--- config.mk ---
export PLATFORM = sky130hd
export DESIGN_NAME = nibble_serial_adder
export DESIGN_NICKNAME = d
export VERILOG_FILES = /design/src/rtl/nibble_serial_pkg.sv /design/src/rtl/ripple_carry_adder_4bit.sv /design/src/rtl/nibble_serial_adder.sv
export SDC_FILE = /design/constraint.sdc
export NUM_CORES = 1
export LEC_CHECK = 0
export CAP_MARGIN = 20
export CORE_UTILIZATION = 40
export CTS_BUF_LIST = sky130_fd_sc_hd__clkbuf_16
export DETAILED_ROUTE_END_ITERATION = 7
export HOLD_SLACK_MARGIN = 0.06
export MAX_ROUTING_LAYER = met4
export PLACE_DENSITY = 0.63
export SLEW_MARGIN = 40
export SYNTH_ARGS = -nofsm -noshare
export SYNTH_HDL_FRONTEND = slang
export SYNTH_HIERARCHICAL = 1
export SYNTH_SLANG_ARGS = --single-unit
--- constraint.sdc ---
create_clock -name clk -period 3.2 [get_ports clk]
set_input_delay 0.32 -clock clk [delete_from_list [all_inputs] [get_ports clk]]
set_output_delay 0.32 -clock clk [all_outputs]
set_load 0.01 [all_outputs]
--- src/rtl/nibble_serial_pkg.sv ---
// Shared constants, FSM state type and counter sizing for the nibble-serial adder.
package nibble_serial_pkg;

  localparam int unsigned NIBBLE_W = 4;

  typedef enum logic [1:0] {
    StIdle = 2'd0,
    StRun  = 2'd1,
    StDone = 2'd2
  } state_e;

  // Nibble counter width; never narrower than one bit.
  function automatic int unsigned cnt_width(input int unsigned nibbles);
    return (nibbles > 1) ? $clog2(nibbles) : 1;
  endfunction

endpackage

--- src/rtl/ripple_carry_adder_4bit.sv ---
// 4-bit ripple carry adder: the single-nibble datapath of the serial adder.
module ripple_carry_adder_4bit (
  input  logic [3:0] A,
  input  logic [3:0] B,
  input  logic       Cin,
  output logic [3:0] sum,
  output logic       Cout
);

  always_comb begin
    logic w_c;
    w_c = Cin;
    sum = '0;
    for (int i = 0; i < 4; i++) begin
      sum[i] = A[i] ^ B[i] ^ w_c;
      w_c    = (A[i] & B[i]) | (w_c & (A[i] ^ B[i]));
    end
    Cout = w_c;
  end

endmodule

--- src/rtl/nibble_serial_adder.sv ---
// Multi-cycle WIDTH-bit adder, one nibble per clock through a 4-bit ripple adder.
// Optional signed-overflow output enabled by NIBBLE_SERIAL_ADDER_OVF_EN.
module nibble_serial_adder
  import nibble_serial_pkg::*;
#(
  parameter int unsigned WIDTH = 16
) (
  input  logic             clk,
  input  logic             rst_n,
  input  logic             start,
  input  logic [WIDTH-1:0] A,
  input  logic [WIDTH-1:0] B,
  input  logic             Cin,
  output logic             busy,
  output logic             done,
  output logic [WIDTH-1:0] sum,
  output logic             Cout
`ifdef NIBBLE_SERIAL_ADDER_OVF_EN
  ,
  output logic             ovf
`endif
);

  localparam int unsigned NIBBLES = WIDTH / NIBBLE_W;
  localparam int unsigned CntW    = cnt_width(NIBBLES);
  localparam logic [CntW-1:0] LastCnt = CntW'(NIBBLES - 1);

  state_e            r_state, w_state_d;
  logic [WIDTH-1:0]  r_a, w_a_d;
  logic [WIDTH-1:0]  r_b, w_b_d;
  logic [WIDTH-1:0]  r_psum, w_psum_d;
  logic [WIDTH-1:0]  r_sum, w_sum_d;
  logic [CntW-1:0]   r_cnt, w_cnt_d;
  logic              r_carry, w_carry_d;
  logic              r_cout, w_cout_d;

  logic [NIBBLE_W-1:0] w_add_sum;
  logic                w_add_cout;

`ifdef NIBBLE_SERIAL_ADDER_OVF_EN
  // Operand sign bits are shifted out of r_a/r_b, so keep them separately.
  logic r_a_msb, w_a_msb_d;
  logic r_b_msb, w_b_msb_d;
  logic r_ovf, w_ovf_d;
`endif

  ripple_carry_adder_4bit u_rca (
    .A    (r_a[NIBBLE_W-1:0]),
    .B    (r_b[NIBBLE_W-1:0]),
    .Cin  (r_carry),
    .sum  (w_add_sum),
    .Cout (w_add_cout)
  );

  always_comb begin
    w_state_d = r_state;
    w_a_d     = r_a;
    w_b_d     = r_b;
    w_psum_d  = r_psum;
    w_sum_d   = r_sum;
    w_cnt_d   = r_cnt;
    w_carry_d = r_carry;
    w_cout_d  = r_cout;
`ifdef NIBBLE_SERIAL_ADDER_OVF_EN
    w_a_msb_d = r_a_msb;
    w_b_msb_d = r_b_msb;
    w_ovf_d   = r_ovf;
`endif
    unique case (r_state)
      StIdle, StDone: begin
        w_state_d = StIdle;
        if (start) begin
          w_state_d = StRun;
          w_a_d     = A;
          w_b_d     = B;
          w_carry_d = Cin;
          w_psum_d  = '0;
          w_cnt_d   = '0;
`ifdef NIBBLE_SERIAL_ADDER_OVF_EN
          w_a_msb_d = A[WIDTH-1];
          w_b_msb_d = B[WIDTH-1];
`endif
        end
      end
      StRun: begin
        w_a_d     = r_a >> NIBBLE_W;
        w_b_d     = r_b >> NIBBLE_W;
        w_carry_d = w_add_cout;
        w_psum_d  = {w_add_sum, r_psum[WIDTH-1:NIBBLE_W]};
        w_cnt_d   = r_cnt + CntW'(1);
        if (r_cnt == LastCnt) begin
          w_state_d = StDone;
          w_sum_d   = w_psum_d;
          w_cout_d  = w_add_cout;
`ifdef NIBBLE_SERIAL_ADDER_OVF_EN
          w_ovf_d   = (r_a_msb == r_b_msb) && (w_add_sum[NIBBLE_W-1] != r_a_msb);
`endif
        end
      end
      default: w_state_d = StIdle;
    endcase
  end

  always_ff @(posedge clk or negedge rst_n) begin
    if (!rst_n) begin
      r_state <= StIdle;
      r_a     <= '0;
      r_b     <= '0;
      r_psum  <= '0;
      r_sum   <= '0;
      r_cnt   <= '0;
      r_carry <= 1'b0;
      r_cout  <= 1'b0;
`ifdef NIBBLE_SERIAL_ADDER_OVF_EN
      r_a_msb <= 1'b0;
      r_b_msb <= 1'b0;
      r_ovf   <= 1'b0;
`endif
    end else begin
      r_state <= w_state_d;
      r_a     <= w_a_d;
      r_b     <= w_b_d;
      r_psum  <= w_psum_d;
      r_sum   <= w_sum_d;
      r_cnt   <= w_cnt_d;
      r_carry <= w_carry_d;
      r_cout  <= w_cout_d;
`ifdef NIBBLE_SERIAL_ADDER_OVF_EN
      r_a_msb <= w_a_msb_d;
      r_b_msb <= w_b_msb_d;
      r_ovf   <= w_ovf_d;
`endif
    end
  end

  assign busy = (r_state == StRun);
  assign done = (r_state == StDone);
  assign sum  = r_sum;
  assign Cout = r_cout;
`ifdef NIBBLE_SERIAL_ADDER_OVF_EN
  assign ovf  = r_ovf;
`endif

endmodule

Yosys cells after proc, flatten, opt, wreduce, memory -nomap -nowiden --
Cells that the tools add are included.
Operators by class: eq/ne operators 5, bitwise logic cells 20, multiplexer cells 13, $mul 0, add/subtract/negate cells 1, div/mod/pow operators 0, magnitude comparators 0, shift operators 0, reduce and logical (&&, ||, !) cells 5
Operator list (count):
- 16-bit one-hot mux with 2 select lines | 3
- 16-bit two-way mux | 3
- 1-bit AND | 8
- 2-bit one-hot mux with 2 select lines | 2
- 1-bit XOR | 8
- 2-bit == test (second input constant) | 2
- 2-bit two-way mux | 2
- 1-bit OR | 4
- 2-bit AND reduction | 2
- 2-bit by 1-bit adder with 2-bit output (second input constant) | 1
- 2-bit by 1-bit == test with 1-bit output (second input constant) | 1
- 2-bit logical NOT | 1
- 1-bit two-way mux | 2
- 2-bit by 1-bit != test with 1-bit output (second input constant) | 1
- 2-bit != test (second input constant) | 1
- 1-bit one-hot mux with 2 select lines | 1
- 2-bit nonzero test | 1
- 2-bit OR reduction | 1
Storage, ports and cells: output and inout bits 19, register bits after elaboration 70, memories 0, bits in read-only memories 0, bits in writable memories 0, latch bits 0, logic and storage cells 52

Depth between registers and ports, before layout --
word-level depth 10, depth in mapped cells 10

Hierarchy --
The synthesis kept the hierarchy.
Modules (own cells, without submodules):
- nibble_serial_adder | seq. area each 1651.6 um^2, times used 1, area an instance 3054.2 um^2, cells each 249
- ripple_carry_adder_4bit | seq. area each 0.0 um^2, times used 1, area an instance 117.6 um^2, cells each 14

Least setup slack after synthesis --
OpenSTA, ideal clock, no wires.
path kind register to register, start point reg r_a[0], end point reg r_sum[15], in the netlist sum[15], cell stages (with the launch flop) 10, slack 1092 ps, data arrival time 2043 ps, cell sequence dfrtp_1 -> fa_1 -> inv_1 -> fa_1 -> inv_1 -> fa_1 -> inv_1 -> fa_1 -> inv_1 -> mux2_2
On the way: cells in the longest elaborated chain, start to end 8, elaborated cells on any way between the ends 9
Ends and longest elaborated chain:
- start, declared | line nibble_serial_adder.sv:29 | logic [WIDTH-1:0] r_a, w_a_d;
- start signal, assigned | line nibble_serial_adder.sv:121 | r_a <= w_a_d;
- 1-bit XOR | line ripple_carry_adder_4bit.sv:16 | w_c = (A[i] & B[i]) | (w_c & (A[i] ^ B[i]));
- 1-bit AND | line ripple_carry_adder_4bit.sv:16
- 1-bit OR * | line ripple_carry_adder_4bit.sv:16
- 1-bit AND * | line ripple_carry_adder_4bit.sv:16
- 1-bit OR * | line ripple_carry_adder_4bit.sv:16
- 1-bit AND * | line ripple_carry_adder_4bit.sv:16
- 1-bit OR * | line ripple_carry_adder_4bit.sv:16
- 1-bit XOR * | line ripple_carry_adder_4bit.sv:15 | sum[i] = A[i] ^ B[i] ^ w_c;
- named net w_add_sum[3] | line nibble_serial_adder.sv:37 | logic [NIBBLE_W-1:0] w_add_sum;
- end signal, assigned | line nibble_serial_adder.sv:124 | r_sum <= w_sum_d;
- end, declared | line nibble_serial_adder.sv:32 | logic [WIDTH-1:0] r_sum, w_sum_d;
Mark *: on every way through the listed nets, which the timed path passes. The rest lies on a longest branch. A chain may end at the register's enable or synchronous reset.

Worst setup path after layout --
start point reg r_state[1], end point out busy
On the way: cells in the longest elaborated chain, start to end 1
Ends and longest elaborated chain:
- start, declared | line nibble_serial_adder.sv:28 | state_e r_state, w_state_d;
- start signal, assigned | line nibble_serial_adder.sv:106 | r_state <= StIdle;
- start signal, assigned | line nibble_serial_adder.sv:120 | r_state <= w_state_d;
- 2-bit by 1-bit == test with 1-bit output | line nibble_serial_adder.sv:136 | assign busy = (r_state == StRun);
- end, declared | line nibble_serial_adder.sv:14 | output logic busy,
Every way passes these cells.

==> results by group <==
Clock tree
  • Post_cts resized: 0
  • Clock Sinks: 66
  • CTS tree: built
  • Setup repair bufs after CTS: 0
  • # hold bufs at CTS: 0
  • Clk_lat worst skew: 0.32 ns
  • Clock buffer depth: 2
  • Htree depth: 3
  • Reg clk slew, reported paths: 0.05 ns
  • CTS Buf Count: 9
  • Root Driver: clkbuf_16

Floorplanning
  • Placeable Area: 7690 um2
  • Row Count: 32
  • I/O pin count: 55
  • Die W: 91.0 um
  • Die height: 91.0 um
  • Die ar.: 8290 um2
  • Initial core utilization: 41.3%

STA
  • Worst hold margin: 0.484 ns
  • Worst-Margin Slew: 0.731 ns
  • Final Max Tran Viols: 0
  • Final hold viol count: 0
  • Fin worst setup slack: 0.860 ns
  • Sum Neg Setup Slack: 0 ns
  • Max_slew headroom: 51.3%
  • Skew final: 0.00672 ns
  • Fin crit share: 73.1%
  • Highest clock rate: 427 MHz
  • RSZ-0062 raised after global routing: no
  • Final Critical Period: 2.34 ns
  • Final setup viols: 0

Setup path
  • Largest stage delay, worst path: 0.67 ns
  • Number of cells on the worst reg-to-reg path: 9
  • Crit path buf inv count: 1
  • Critical path cell sequence: and2b_1 > clkdlybuf4s50_1
  • Setup crit start kind: register
  • Reg2reg setup slack: 1.00 ns
  • Slowest-stage cell, CP: and2b_1
  • CP Depth: 2
  • Crit path required time: 2.88 ns
  • CP max FO: 17
  • CP delay by family, top: simple AND/OR/NAND/NOR gates
  • Critical path class: register to output port
  • Reg2reg end: sum[15]$_DFFE_PN0P_
  • Reg2reg start: r_a[0]$_DFFE_PN0P_
  • Critical path arrival: 2.02 ns
  • Nature of the critical path endpoint: output port

Yosys
  • Synth top area cells: dfrtp_1 52%, mux2i_1 9.2%, a211oi_1 5.0%, mux2_2 5.0%, nor2b_1 4.5%
  • Cells after synthesis: 263
  • Area fraction of the dominant cell type after synthesis: 52.1%
  • EDFF count, synth: 0
  • Synth Flop Type: dfrtp_1
  • Register area share after synthesis: 52.1%
  • Area leader, netlist: dfrtp_1
  • Mapped Area: 3170 um2
  • Avg Inst Size Synth: 12.1 um2
  • Flops & latches, synth: 66
  • Async S/R FF share, synth: 100%
  • Syn Nets: 304
  • Synth warnings: 6
  • Synth unique cells: 25

Placement
  • HPWL after DPL: 4150 um
  • # placed instances: 403
  • Global placer's final weighted congestion: 0.738
  • Pre-CTS WS: 1.01 ns
  • Port-buffer cells: 54

Route
  • DRC viols: 0
  • Drt pass-1 iters: 4
  • Routed Antenna Nets: 0
  • WL final: 6340 um
  • Drt wl/cell: 15.1 um
  • DR vias/cell: 5.11
  • DR vias: 2,141
  • First DRT Iteration DRCs: 85

Power and ir drop
  • Power per cell area: 997 nW/um2
  • Leak: 1.78 nW
  • Worst vdd ir: 0.000315 V

Global routing
  • First-pass GRT wire length: 10,800 um
  • Congestion Overflow GR: 0
  • Initial antenna violation count: 0
  • All-layer global routing usage: 17.0%
  • Number of global-route vias before repair: 2,094
  • Pin count of the biggest net entering global routing: 61

Worst hold path
  • Hold Crit Class: input port to register
  • Hold Path Origin: start
  • Cells on Worst Hold Path: 3
  • Endpoint, Worst Hold: r_state[0]$_DFFE_PN0P_

Final layout
  • Fillcell total: 711
  • Commonest non-fill, non-tap cell in the layout: dfrtp_1
  • Layout Utilization: 52.9%
  • Layout cell share with drive strength beyond 1: 13.6%
  • Most frequent cells in the layout: 65 x dfrtp_1, 52 x clkdlybuf4s50_1, 29 x mux2i_1, 23 x nor2b_1
  • Antenna diodes: 0
  • Nets: 354
  • Synth-to-Final Area Change: 28.2%
  • Post-route insts no fill: 419

Run
  • Max cap viols: 0

Outcome
  • Status: complete, no violations
## sequential cells by signal (all words and copies together), names as in the netlist
signal   count
Cout         1
r_a         16
r_b         16
r_carry      1
r_cnt        2
r_psum      12
r_state      2
sum         16
## area by class of cell
class | count | area (um2) | area share, %
Clock buffer | 9 | 225 | 5.54
Clock inverter | 6 | 50.0 | 1.23
Inverter | 12 | 45.0 | 1.11
Multi-Input combinational cell | 165 | 1380 | 33.9
Sequential cell | 66 | 1650 | 40.7
Tap cell | 102 | 128 | 3.14
Timing Repair Buffer | 59 | 586 | 14.4
## where the power goes
| part | internal [W] | switching, W | leakage, nW |
|---|---|---|---|
| clock network | 0.000586 | 0.000333 | 0.139 |
| logic | 0.000890 | 0.000728 | 0.824 |
| registers | 0.00123 | 0.000286 | 0.821 |
| total | 0.00271 | 0.00135 | 1.78 |
## per-layer routing
metal | up-vias | global-route usage, % | share of wire, %
met5 | - | - | 0
met4 | 0 | 6.75 | 0.76
met3 | 6 | 3.60 | 3.9
met2 | 50 | 24.3 | 46
met1 | 1038 | 23.7 | 49
li1 | 1047 | - | -
## worst max path at each step
stage,startpoint,end
floorplan,r_a[0]$_DFFE_PN0P_,sum[15]$_DFFE_PN0P_
global route,r_state[1]$_DFFE_PN0P_,busy
CTS,r_state[1]$_DFFE_PN0P_,busy
finish,r_state[1]$_DFFE_PN0P_,busy
detailed placement,r_a[0]$_DFFE_PN0P_,sum[15]$_DFFE_PN0P_
global placement,r_a[0]$_DFFE_PN0P_,sum[15]$_DFFE_PN0P_
## cell families after synthesis
logic type / after synthesis / share of synthesized area, %
adders and majority gates: 5 / 2.92
AOI/OAI and AO/OA: 70 / 15.0
buffers and inverters: 32 / 4.54
and+or+nand+nor: 38 / 7.06
DFF: 66 / 52.1
muxes: 52 / 18.4
## cell usage after synthesis, types with 8 or more instances
master and n:
buf_2 10, nand2_1 8, o21ai_0 8, a21oi_1 21
a22o_1 15, mux2_4 9, nor2b_1 23, a211oi_1 21
mux2i_1 29, inv_1 12, mux2_2 14, dfrtp_1 66
## stage by stage
| step | instance area (um2) | total power (W) |
|---|---|---|
| after floorplan | 3170 | 0.00264 |
| after global placement | 3770 | 0.00312 |
| after detailed placement | 3780 | 0.00317 |
| after CTS | 4050 | 0.00410 |
| after global routing | 4070 | 0.00436 |
| final | 4070 | 0.00405 |
## worst register-to-register path: cells and delay by family (launching register included)
family | cells | cell delay, ns
buffers and inverters | 4 | 0.27
adders and majority gates | 4 | 1.33
muxes | 1 | 0.14
DFF | 1 | 0.41
(Power assumes the default switching activity.)
